--- config.mk ---
export PLATFORM = sky130hd
export DESIGN_NAME = axis_rgb_word_packer
export DESIGN_NICKNAME = d
export VERILOG_FILES = /design/src/rtl/axis_rgb_word_packer.sv
export SDC_FILE = /design/constraint.sdc
export NUM_CORES = 1
export LEC_CHECK = 0
export ABC_AREA = 1
export CAP_MARGIN = 20
export CORE_MARGIN = 2
export CORE_UTILIZATION = 45
export DETAILED_ROUTE_END_ITERATION = 12
export PLACE_DENSITY = 0.67
export SYNTH_ARGS = -nofsm -noshare
export SYNTH_HDL_FRONTEND = slang
export SYNTH_SLANG_ARGS = --single-unit
--- constraint.sdc ---
create_clock -name clk -period 3.9 [get_ports clk]
set_clock_uncertainty 0.15 [all_clocks]
set_input_delay 1.17 -clock clk [delete_from_list [all_inputs] [get_ports clk]]
set_output_delay 1.17 -clock clk [all_outputs]
set_load 0.01 [all_outputs]
--- src/rtl/axis_rgb_word_packer.sv ---
// Repacks a stream of 24-bit RGB pixels into 32-bit little-endian words (4 pixels -> 3 words),
// with line tlast, start-of-frame tuser, upstream tlast framing check and a frame-done pulse.
module axis_rgb_word_packer #(
   parameter int CHANNEL_WIDTH  = 8,
   parameter int DST_IMG_WIDTH  = 3840,
   parameter int DST_IMG_HEIGHT = 2160
) (
   input  logic                       clk,
   input  logic                       rst_n,
   input  logic                       s_axis_tvalid,
   output logic                       s_axis_tready,
   input  logic [3*CHANNEL_WIDTH-1:0] s_axis_tdata,
   input  logic                       s_axis_tlast,
   output logic                       m_axis_tvalid,
   input  logic                       m_axis_tready,
   output logic [31:0]                m_axis_tdata,
   output logic [3:0]                 m_axis_tkeep,
   output logic                       m_axis_tlast,
   output logic                       m_axis_tuser,
   input  logic                       clear_err,
   output logic                       err_tlast,
   output logic                       frame_done
);

   localparam int COL_W = (DST_IMG_WIDTH > 1) ? $clog2(DST_IMG_WIDTH) : 1;
   localparam int ROW_W = (DST_IMG_HEIGHT > 1) ? $clog2(DST_IMG_HEIGHT) : 1;
   localparam logic [COL_W-1:0] COL_LAST = COL_W'(DST_IMG_WIDTH - 1);
   localparam logic [ROW_W-1:0] ROW_LAST = ROW_W'(DST_IMG_HEIGHT - 1);

   logic [1:0]       phase;
   logic [COL_W-1:0] col;
   logic [ROW_W-1:0] row;
   logic [23:0]      residue;
   logic [23:0]      residue_next;
   logic [31:0]      word_next;
   logic             word_valid;
   logic             out_valid;
   logic [31:0]      out_data;
   logic             out_last;
   logic             out_user;
   logic             out_frame_end;
   logic             err_q;
   logic             pix_acc;
   logic             col_is_last;

   // Valid/ready: a transfer happens on a rising edge where valid && ready; a producer holding
   // valid keeps its payload stable until that edge. Input ready frees up as soon as the single
   // output register is empty or draining this cycle.
   assign s_axis_tready = !out_valid || m_axis_tready;
   assign pix_acc       = s_axis_tvalid && s_axis_tready;
   assign col_is_last   = (col == COL_LAST);

   // Byte-lane splice: residue holds the bytes of earlier pixels not yet emitted.
   always_comb begin
      word_next    = '0;
      residue_next = residue;
      word_valid   = 1'b0;
      unique case (phase)
         2'd0: begin
            residue_next = s_axis_tdata;
         end
         2'd1: begin
            word_next    = {s_axis_tdata[7:0], residue};
            residue_next = {8'd0, s_axis_tdata[23:8]};
            word_valid   = 1'b1;
         end
         2'd2: begin
            word_next    = {s_axis_tdata[15:0], residue[15:0]};
            residue_next = {16'd0, s_axis_tdata[23:16]};
            word_valid   = 1'b1;
         end
         2'd3: begin
            word_next    = {s_axis_tdata, residue[7:0]};
            residue_next = '0;
            word_valid   = 1'b1;
         end
      endcase
   end

   always_ff @(posedge clk or negedge rst_n) begin
      if (!rst_n) begin
         phase   <= '0;
         col     <= '0;
         row     <= '0;
         residue <= '0;
      end else if (pix_acc) begin
         phase   <= phase + 2'd1;
         residue <= residue_next;
         if (col_is_last) begin
            col <= '0;
            row <= (row == ROW_LAST) ? '0 : row + ROW_W'(1);
         end else begin
            col <= col + COL_W'(1);
         end
      end
   end

   // Reload wins over drain so full throughput needs no bubble.
   always_ff @(posedge clk or negedge rst_n) begin
      if (!rst_n) begin
         out_valid     <= 1'b0;
         out_data      <= '0;
         out_last      <= 1'b0;
         out_user      <= 1'b0;
         out_frame_end <= 1'b0;
      end else if (pix_acc && word_valid) begin
         out_valid     <= 1'b1;
         out_data      <= word_next;
         out_last      <= col_is_last;
         out_user      <= (phase == 2'd1) && (col == COL_W'(1)) && (row == '0);
         out_frame_end <= col_is_last && (row == ROW_LAST);
      end else if (m_axis_tready) begin
         out_valid <= 1'b0;
      end
   end

   // Framing is always taken from the internal counters; a set beats a coincident clear.
   always_ff @(posedge clk or negedge rst_n) begin
      if (!rst_n) begin
         err_q <= 1'b0;
      end else if (pix_acc && (s_axis_tlast != col_is_last)) begin
         err_q <= 1'b1;
      end else if (clear_err) begin
         err_q <= 1'b0;
      end
   end

   assign m_axis_tvalid = out_valid;
   assign m_axis_tdata  = out_data;
   assign m_axis_tkeep  = 4'hF;
   assign m_axis_tlast  = out_last;
   assign m_axis_tuser  = out_user;
   assign err_tlast     = err_q;
   assign frame_done    = out_valid && m_axis_tready && out_frame_end;

endmodule

==> results.txt, run 1 <==
* Setup repair after global routing missed its margin: false
- TritonCTS built the clock tree.
* End of the worst register-to-register path: residue[8]
* Launch point of the worst reg-to-reg path: phase[0]
* I/O pin cnt: 72
- Sort of element at the start of the critical path: primary input
* Placement row count: 37
- Top-count cell post-synth: sky130_fd_sc_hd__nand2_1
- The number of failing hold endpoints at the final stage was 0.
* Overall via count from detail_route: 4040
* Number of distinct library cell variants in the gate-level netlist after synthesis: 33
- Clock-pin slew was measured on the worst setup and hold paths at about 80 ps.
* Via count of the first global-routing pass: around 4000
- The routed design has between 10000 and 15000 µm of wire.
* Clock power share: approximately 19%
- A synthesized cell averages approximately 8.2 µm².
- Counting every instance in the synthesized netlist gives 570.
- Power share of the sequential group: between 30% and 40%
- Timing would allow up to approximately 0.27 GHz.
- Placement-stage worst setup slack: 178 ps
- Post-synth EDFFs: 0
- Part of the power in combinational logic: a little over two fifths
* Share of the core filled with cells in the final layout: around 55%
- The clock tree synthesis step divided the H-tree into 3 levels.
* Predominant post-synthesis flop cell: sky130_fd_sc_hd__dfrtp_1
* Max cap viols: 0
- Area growth from synthesis to final layout: 20.4%
* Die Ht: about 110 µm
- In this run the tool buffered the top-level ports with between 60 and 70 buffer cells.
* Power density of the placed cells: approximately 660 mW/mm²
- Worst-case headroom to the max-slew limit: between 30% and 40%
- The worst setup path is captured at an output pin.
- Leakage dissipation: between 0.002 and 0.003 µW
- Share of the synthesized area in the top cell type: between 40 and 50%
- Share of layout cells above drive strength 1: 7.59%
- Most area-hungry cell type in the Yosys netlist: sky130_fd_sc_hd__dfrtp_1
* Hold crit path type: register to register
- Most frequent CP cell: sky130_fd_sc_hd__clkdlybuf4s50_1
* Post-CTS Hold Fix Bufs: 0
* Library cell contributing the largest single delay on the critical path: sky130_fd_sc_hd__clkdlybuf4s50_1
* Initial DRC Count: 209
- Insertion delay of the later-clocked pin in the worst-skew pair: approximately 360 ps
- Data on the critical path is required at its endpoint by ~2600 ps.
- Post-CTS repair changed the size of 0 cells.
- In this run, synthesis produced a sequential element count of slightly below 90.
* Routability cong.: approximately 0.9
- Sw Pwr: approximately 1500 µW
* Clk buf depth: 2
* Summed negative setup slack over all endpoints: 0 ps
* Peak VDD IR: roughly 360 µV
- After floorplanning, the core was sized to cover around 0.010 mm².
- Final critical-path required period: approximately 3700 ps
* Cell Area, Synth: approximately 0.0047 mm²
- Filler cells: roughly 940
- In the finished design, the share of the clock period the worst path needs comes to around 96%.
- In the routed layout, each cell is associated on average with a via count of ~5.3.
- In the final routed layout, each cell accounts on average for about 15 µm.
- The commonest cells after synthesis are 131 x sky130_fd_sc_hd__nand2_1, 87 x sky130_fd_sc_hd__dfrtp_1, 65 x sky130_fd_sc_hd__inv_1.
- Setup violations, final: 0
- Warning count from the yosys run: 0
- Reg2reg path depth: 6
* Initial core utilization: between 40 and 50%
* CTS sink count: 87
- At the pin with the least slew margin, the transition time is between 900 and 1000 ps.
- Sw frac: 39.8%
- For flop-to-flop paths, the worst setup slack is roughly 1400 ps.
- Antenna cells: 0
* Crit. Startpoint: m_axis_tready
- Maximum number of pins on one net before global-route repair: just over 50
* Inserted Clock Buffers: 9
- Once detail routing completed, the nets flagged for antenna violations numbered 0.
- Across all setup checks in the final design, the least slack found is 168 ps.
* Worst path max stage delay: between 500 and 600 ps
- Total routing resource utilization after global routing: between 20% and 30%
- Final #Nets: 665
- The flow ran to the end, and the final reports show no timing, DRC or antenna violations.
- The die covers between 0.01 and 0.015 mm².
- Portion of the post-synthesis area used by sequential elements: 46.7%
* Worst-path cell chain: clkdlybuf4s50_1 -> nand2_1 -> nor2_1 -> clkdlybuf4s50_1
- Post-synthesis async set-or-reset flop share: 100%
- The worst setup path is of the primary input to output pin kind.
- Chip width: approximately 110 µm
* Total half-perimeter wirelength after legalization and detailed placement: 8340 µm
* First-pass GRT wire length: around 19000 µm
- Overflow left after global routing: 0
- Number of antenna violations at the first check in global routing: 0
- By area the synthesized netlist is led by sky130_fd_sc_hd__dfrtp_1 47%, sky130_fd_sc_hd__nand2_1 11%, sky130_fd_sc_hd__o21ai_0 6.6%, sky130_fd_sc_hd__inv_1 5.2%, sky130_fd_sc_hd__a21oi_1 3.5%.
- For this run, the detailed router's first-pass iteration total came to 5.
* Critical path endpoint: frame_done
- Max-slew violations: 0
- Final routed DRC violation total: 0
- The tree is rooted in a sky130_fd_sc_hd__clkbuf_8.
* Internal power: about 2200 µW
* Post-CTS setup-driven buffer insertion count: 0
* Crit path max fanout: 2
* Arrival time reported for the critical path endpoint: 2410 ps
-- area by class of cell --
class / instances / area (µm²) / area share, %
Clock inverter: 5 / 80.1 / 1.43
Inverter: 70 / 263 / 4.69
Tap cell: 136 / 170 / 3.03
Multi-Input combinational cell: 389 / 2060 / 36.8
Clock buffer: 11 / 151 / 2.70
Timing Repair Buffer: 70 / 703 / 12.5
Sequential cell: 87 / 2180 / 38.8
-- layout by cell type, fill, tap and decap left out, types with 10 or more instances in the layout --
cell and n:
sky130_fd_sc_hd__nand2_1 131, sky130_fd_sc_hd__dfrtp_1 87, sky130_fd_sc_hd__clkdlybuf4s50_1 66, sky130_fd_sc_hd__inv_1 65, sky130_fd_sc_hd__o21ai_0 61, sky130_fd_sc_hd__nor2_1 33
sky130_fd_sc_hd__a21oi_1 33, sky130_fd_sc_hd__nand3_1 30, sky130_fd_sc_hd__o22ai_1 17, sky130_fd_sc_hd__clkbuf_8 11, sky130_fd_sc_hd__nand4_1 10
-- how the worst min path moves through the flow --
stage | slack, ps | to | cells past startpoint | from
global placement | 310 | residue[21] | 2 | residue[21]
CTS | 340 | residue[23] | 2 | residue[23]
floorplan | 300 | residue[16] | 2 | residue[16]
global route | 360 | m_axis_tuser | 2 | m_axis_tuser
finish | 340 | m_axis_tdata[4] | 2 | m_axis_tdata[4]
detailed placement | 320 | m_axis_tdata[1] | 2 | m_axis_tdata[1]
-- per-stage QoR --
stage	instances	hold WS (ps)	power, µW	area (µm²)
floorplan	573	302	2430	4670
global placement	752	314	2980	5380
detailed placement	752	320	3010	5380
CTS	768	341	3740	5610
global route	768	362	3980	5610
finish	768	341	3710	5610
-- power by group through the flow --
stage | registers [µW] | logic [µW] | clock network, µW
2_1_floorplan | 1450 | 982 | 0
3_3_place_gp | 1420 | 1560 | 0
3_5_place_dp | 1430 | 1580 | 0
4_1_cts | 1420 | 1590 | 734
5_1_grt | 1450 | 1760 | 775
6_report | 1420 | 1570 | 718
-- logic make-up (layout without fill, tap and decap cells) --
logic type               Yosys count  in the layout  synth area share [%]
AO/OA/AOI/OAI                    134            134                  16.0
XOR/XNOR                           6              6                  1.13
adder cells (fa/ha/maj)            8              8                  2.15
buffers and inverters             97            156                  9.24
flip-flops                        87             87                  46.7
multiplexers                       8              8                  1.93
other                              1              4                0.0805
AND/OR/NAND/NOR                  229            229                  22.7
-- layer usage --
metal / track usage, % / vias up / wire length, µm
met5: 0 / - / 0
met4: 10.5 / 0 / 370
met3: 2.91 / 27 / 398
met2: 36.6 / 89 / 5770
met1: 26.8 / 1948 / 4940
li1: - / 1976 / -
-- critical path, delay by kind of cell --
family	cells	cell delay [ps]
buffers and inverters	2	1060
and+or+nand+nor	2	180
-- state kept, by name, indices dropped and copies added (netlist names) --
register,count
err_tlast,1
m_axis_tdata,32
m_axis_tlast,1
residue,24
m_axis_tvalid,1
phase,2
row,12
m_axis_tuser,1
out_frame_end,1
col,12
Note: power is estimated with default switching activity, not from simulation.
==> inputs of run 2 (changes only) <==
--- a/config.mk
+++ b/config.mk
@@ -7,10 +7,12 @@
 export LEC_CHECK = 0
 export ABC_AREA = 1
 export CAP_MARGIN = 20
+export CELL_PAD_IN_SITES_DETAIL_PLACEMENT = 0
+export CELL_PAD_IN_SITES_GLOBAL_PLACEMENT = 2
 export CORE_MARGIN = 2
-export CORE_UTILIZATION = 45
+export CORE_UTILIZATION = 34
 export DETAILED_ROUTE_END_ITERATION = 12
-export PLACE_DENSITY = 0.67
+export PLACE_DENSITY = 0.82
 export SYNTH_ARGS = -nofsm -noshare
 export SYNTH_HDL_FRONTEND = slang
 export SYNTH_SLANG_ARGS = --single-unit
==> run 2 against run 1 <==
Effect of this change: utilization shrank 12 points; first-iteration DRC count grew 17%; clock power grew 12%; final cell count grew 5.2%; sequential power is essentially flat; routed wire length grew 7.6%; largest power group unchanged.
==> results.txt, run 2 (synthesized netlist as in run 1, its figures left out) <==
* Run status: finished, final reports clean
- The max-cap violation count is 0 (unchanged).
* Met3 routing resource usage after global routing: 4.70% (+1.8 points)
* Internal reg-to-reg setup slack: 1460 ps (+20 ps)
- Setup repair after global routing missed its margin: false
* Die Ht: 121 µm (+14%)
- Antenna cells: 0 (unchanged)
* Number of instances on the worst hold path: 2 (unchanged)
- Area of the multi-input gates: 0.00206 mm² (unchanged)
* Leakage dissipation: 0.00262 µW (+0.67%)
- The total global routing overflow is 0 (unchanged).
* Min-Delay Startpoint: m_axis_tdata[2]
* Worst path max stage delay: 540 ps (-40 ps)
* Overall via count from detail_route: 4043 (+0.074%)
- End of the worst register-to-register path: residue[2]
* Library cell contributing the largest single delay on the critical path: sky130_fd_sc_hd__clkdlybuf4s50_1
- The final critical path time including I/O delays and setup came to 3710 ps (-23.2 ps).
* Total half-perimeter wirelength after legalization and detailed placement: 8830 µm (+5.8%)
- Worst-case headroom to the max-slew limit: 35.7% (-1.8 points)
- The pin count of the biggest net entering global routing came to 88 (+73%).
- The TritonCTS sink count was 87 (unchanged).
- The number of failing hold endpoints at the final stage came to 0 (unchanged).
- Via density per instance: 5.00 (-4.9%)
- The length of the first detailed-routing pass in iterations was 4 (-1).
- Critical path class: primary input to output pin
* Total routing resource utilization after global routing: 17.9% (-3.6 points)
- The initial antenna violation count is 0 (unchanged).
- Chip width: 121 µm (+14%)
- The number of buffers created by CTS was 9 (unchanged).
* Placement row count: 42 (+14%)
- The die footprint was 0.0147 mm² (+31%).
- The flip-flop count of the largest register after layout was 32 (unchanged).
* Met2 Track Usage GR: 31.2% (-5.4 points)
* Sort of element at the start of the critical path: primary input
- The routed wire length came to 12400 µm (+7.6%).
* Arrival time reported for the critical path endpoint: 2390 ps (-20 ps)
- The number of buffers inserted by port buffering came to 67 (unchanged).
* Critical path required time: 2580 ps (about the same)
- The post-detailed-route count of antenna-violating nets is 0 (unchanged).
- The number of max-slew violations in the final report was 0 (unchanged).
- Worst hold endpoint: m_axis_tdata[2]
- CTS Root Cell: sky130_fd_sc_hd__clkbuf_16
- The post-route setup TNS is 0 ps (unchanged).
- The count of nets after finishing is 665 (unchanged).
- The clock slew at the register clock pins of the worst setup and hold paths was 60 ps (-20 ps).
* Peak VDD IR: 325 µV (-11%)
- The top-level port count was 72 (unchanged).
- The DRC marker count from the first detailed-route iteration was 245 (+17%).
- Highest-count cells in the layout ignoring fill and taps: 131 x sky130_fd_sc_hd__nand2_1, 87 x sky130_fd_sc_hd__dfrtp_1, 66 x sky130_fd_sc_hd__clkdlybuf4s50_1, 65 x sky130_fd_sc_hd__inv_1, 61 x sky130_fd_sc_hd__o21ai_0
- The depth of the worst register-to-register path came to 6 (unchanged).
* Worst-path cell chain: clkdlybuf4s50_1 -> inv_1 -> nand2_4 -> clkdlybuf4s50_1
- Crit path max fanout: 3 (+1)
- The final critical-path share of the clock period came to 95.1% (-0.59 points).
- The number of buffers on the longest clock path was 2 (unchanged).
- Initial core utilization: 35.0% (-11 points)
- Hold crit path type: register to register
* Busiest layer in global routing: met2
- The actual transition at the worst max-transition pin is 964 ps (+26.7 ps).
* Power density of the placed cells: 667 mW/mm² (+0.88%)
* Clock tree from TritonCTS: yes
- Most frequent CP cell: sky130_fd_sc_hd__clkdlybuf4s50_1
* Share of the core filled with cells in the final layout: 42.9% (-12 points)
* Peak Freq: 0.270 GHz (+0.63%)
- Setup violations, final: 0 (unchanged)
- The area taken by flip-flops and latches is 0.00218 mm² (unchanged).
- Cells resized by post-CTS repair: 0 (unchanged)
- The post-cts hold buffer count came to 0 (unchanged).
- Final routed DRC violation total: 0 (unchanged)
- Routed wire per std cell: 15.3 µm (+2.3%)
- The routability congestion estimate came to 0.859 (-4.4%).
* GR met1 Demand/Resource: 21.6% (-5.2 points)
- The clock latency reported for the late side of the worst-skew pair is 340 ps (-20 ps).
- First-pass GRT wire length: 20400 µm (+7.0%)
* Share of layout cells above drive strength 1: 7.44% (-0.16 points)
- H-tree level count: 3 (unchanged)
- The post-CTS setup buffer count was 0 (unchanged).
* Worst Setup End Kind: output pin
- The area inside the core boundary is 0.0133 mm² (+31%).
- The fill cell instance count of the final layout is 1365 (+45%).
- Launch point of the worst reg-to-reg path: phase[1]
- Via count of the first global-routing pass: 4121 (+3.2%)
- Leaving out fill and tap cells, the most frequent cell in the layout is sky130_fd_sc_hd__nand2_1.
* Area growth from synthesis to final layout: 22.4%
-- run 2: metrics by stage --
| step | worst slack (ps) | area [µm²] | hold slack [ps] | std cells | total power [µW] |
|---|---|---|---|---|---|
| 2_1_floorplan | 1190 | 4670 | 302 | 573 | 2430 |
| 5_1_grt | 143 | 5700 | 355 | 808 | 4100 |
| 3_3_place_gp | 189 | 5430 | 313 | 792 | 3010 |
| 3_5_place_dp | 181 | 5430 | 319 | 792 | 3030 |
| 6_report | 192 | 5700 | 332 | 808 | 3800 |
| 4_1_cts | 179 | 5700 | 338 | 808 | 3860 |
-- run 2: final cells by class --
class	count	share of cell area, %
flip-flops and latches	87	38.2
multi-input cells	389	36.2
repair buffers	70	12.3
inverters	70	4.61
clock buffers	10	4.02
well taps	176	3.86
clock inverters	6	0.812
-- run 2: worst max-delay path by stage --
stage / start / to / slack, ps / cells past startpoint
6_report: m_axis_tready / s_axis_tready / 190 / 4
5_1_grt: m_axis_tready / s_axis_tready / 140 / 4
4_1_cts: m_axis_tready / s_axis_tready / 180 / 4
3_5_place_dp: m_axis_tready / s_axis_tready / 180 / 4
3_3_place_gp: m_axis_tready / s_axis_tready / 190 / 4
2_1_floorplan: m_axis_tready / s_axis_tready / 1190 / 2
-- run 2: report_power, final --
part / switching [µW] / internal [µW]
logic: 945 / 630
clock network: 372 / 435
registers: 211 / 1210
-- run 2: metal layers --
metal	up-vias	wire, µm
met5	-	0
met4	0	244
met3	17	484
met2	82	6360
met1	1959	5260
li1	1985	-
-- run 2: critical path, delay by kind of cell --
| family | cells | cell delay [ps] |
|---|---|---|
| AND/OR/NAND/NOR | 1 | 100 |
| buffers and inverters | 3 | 1100 |
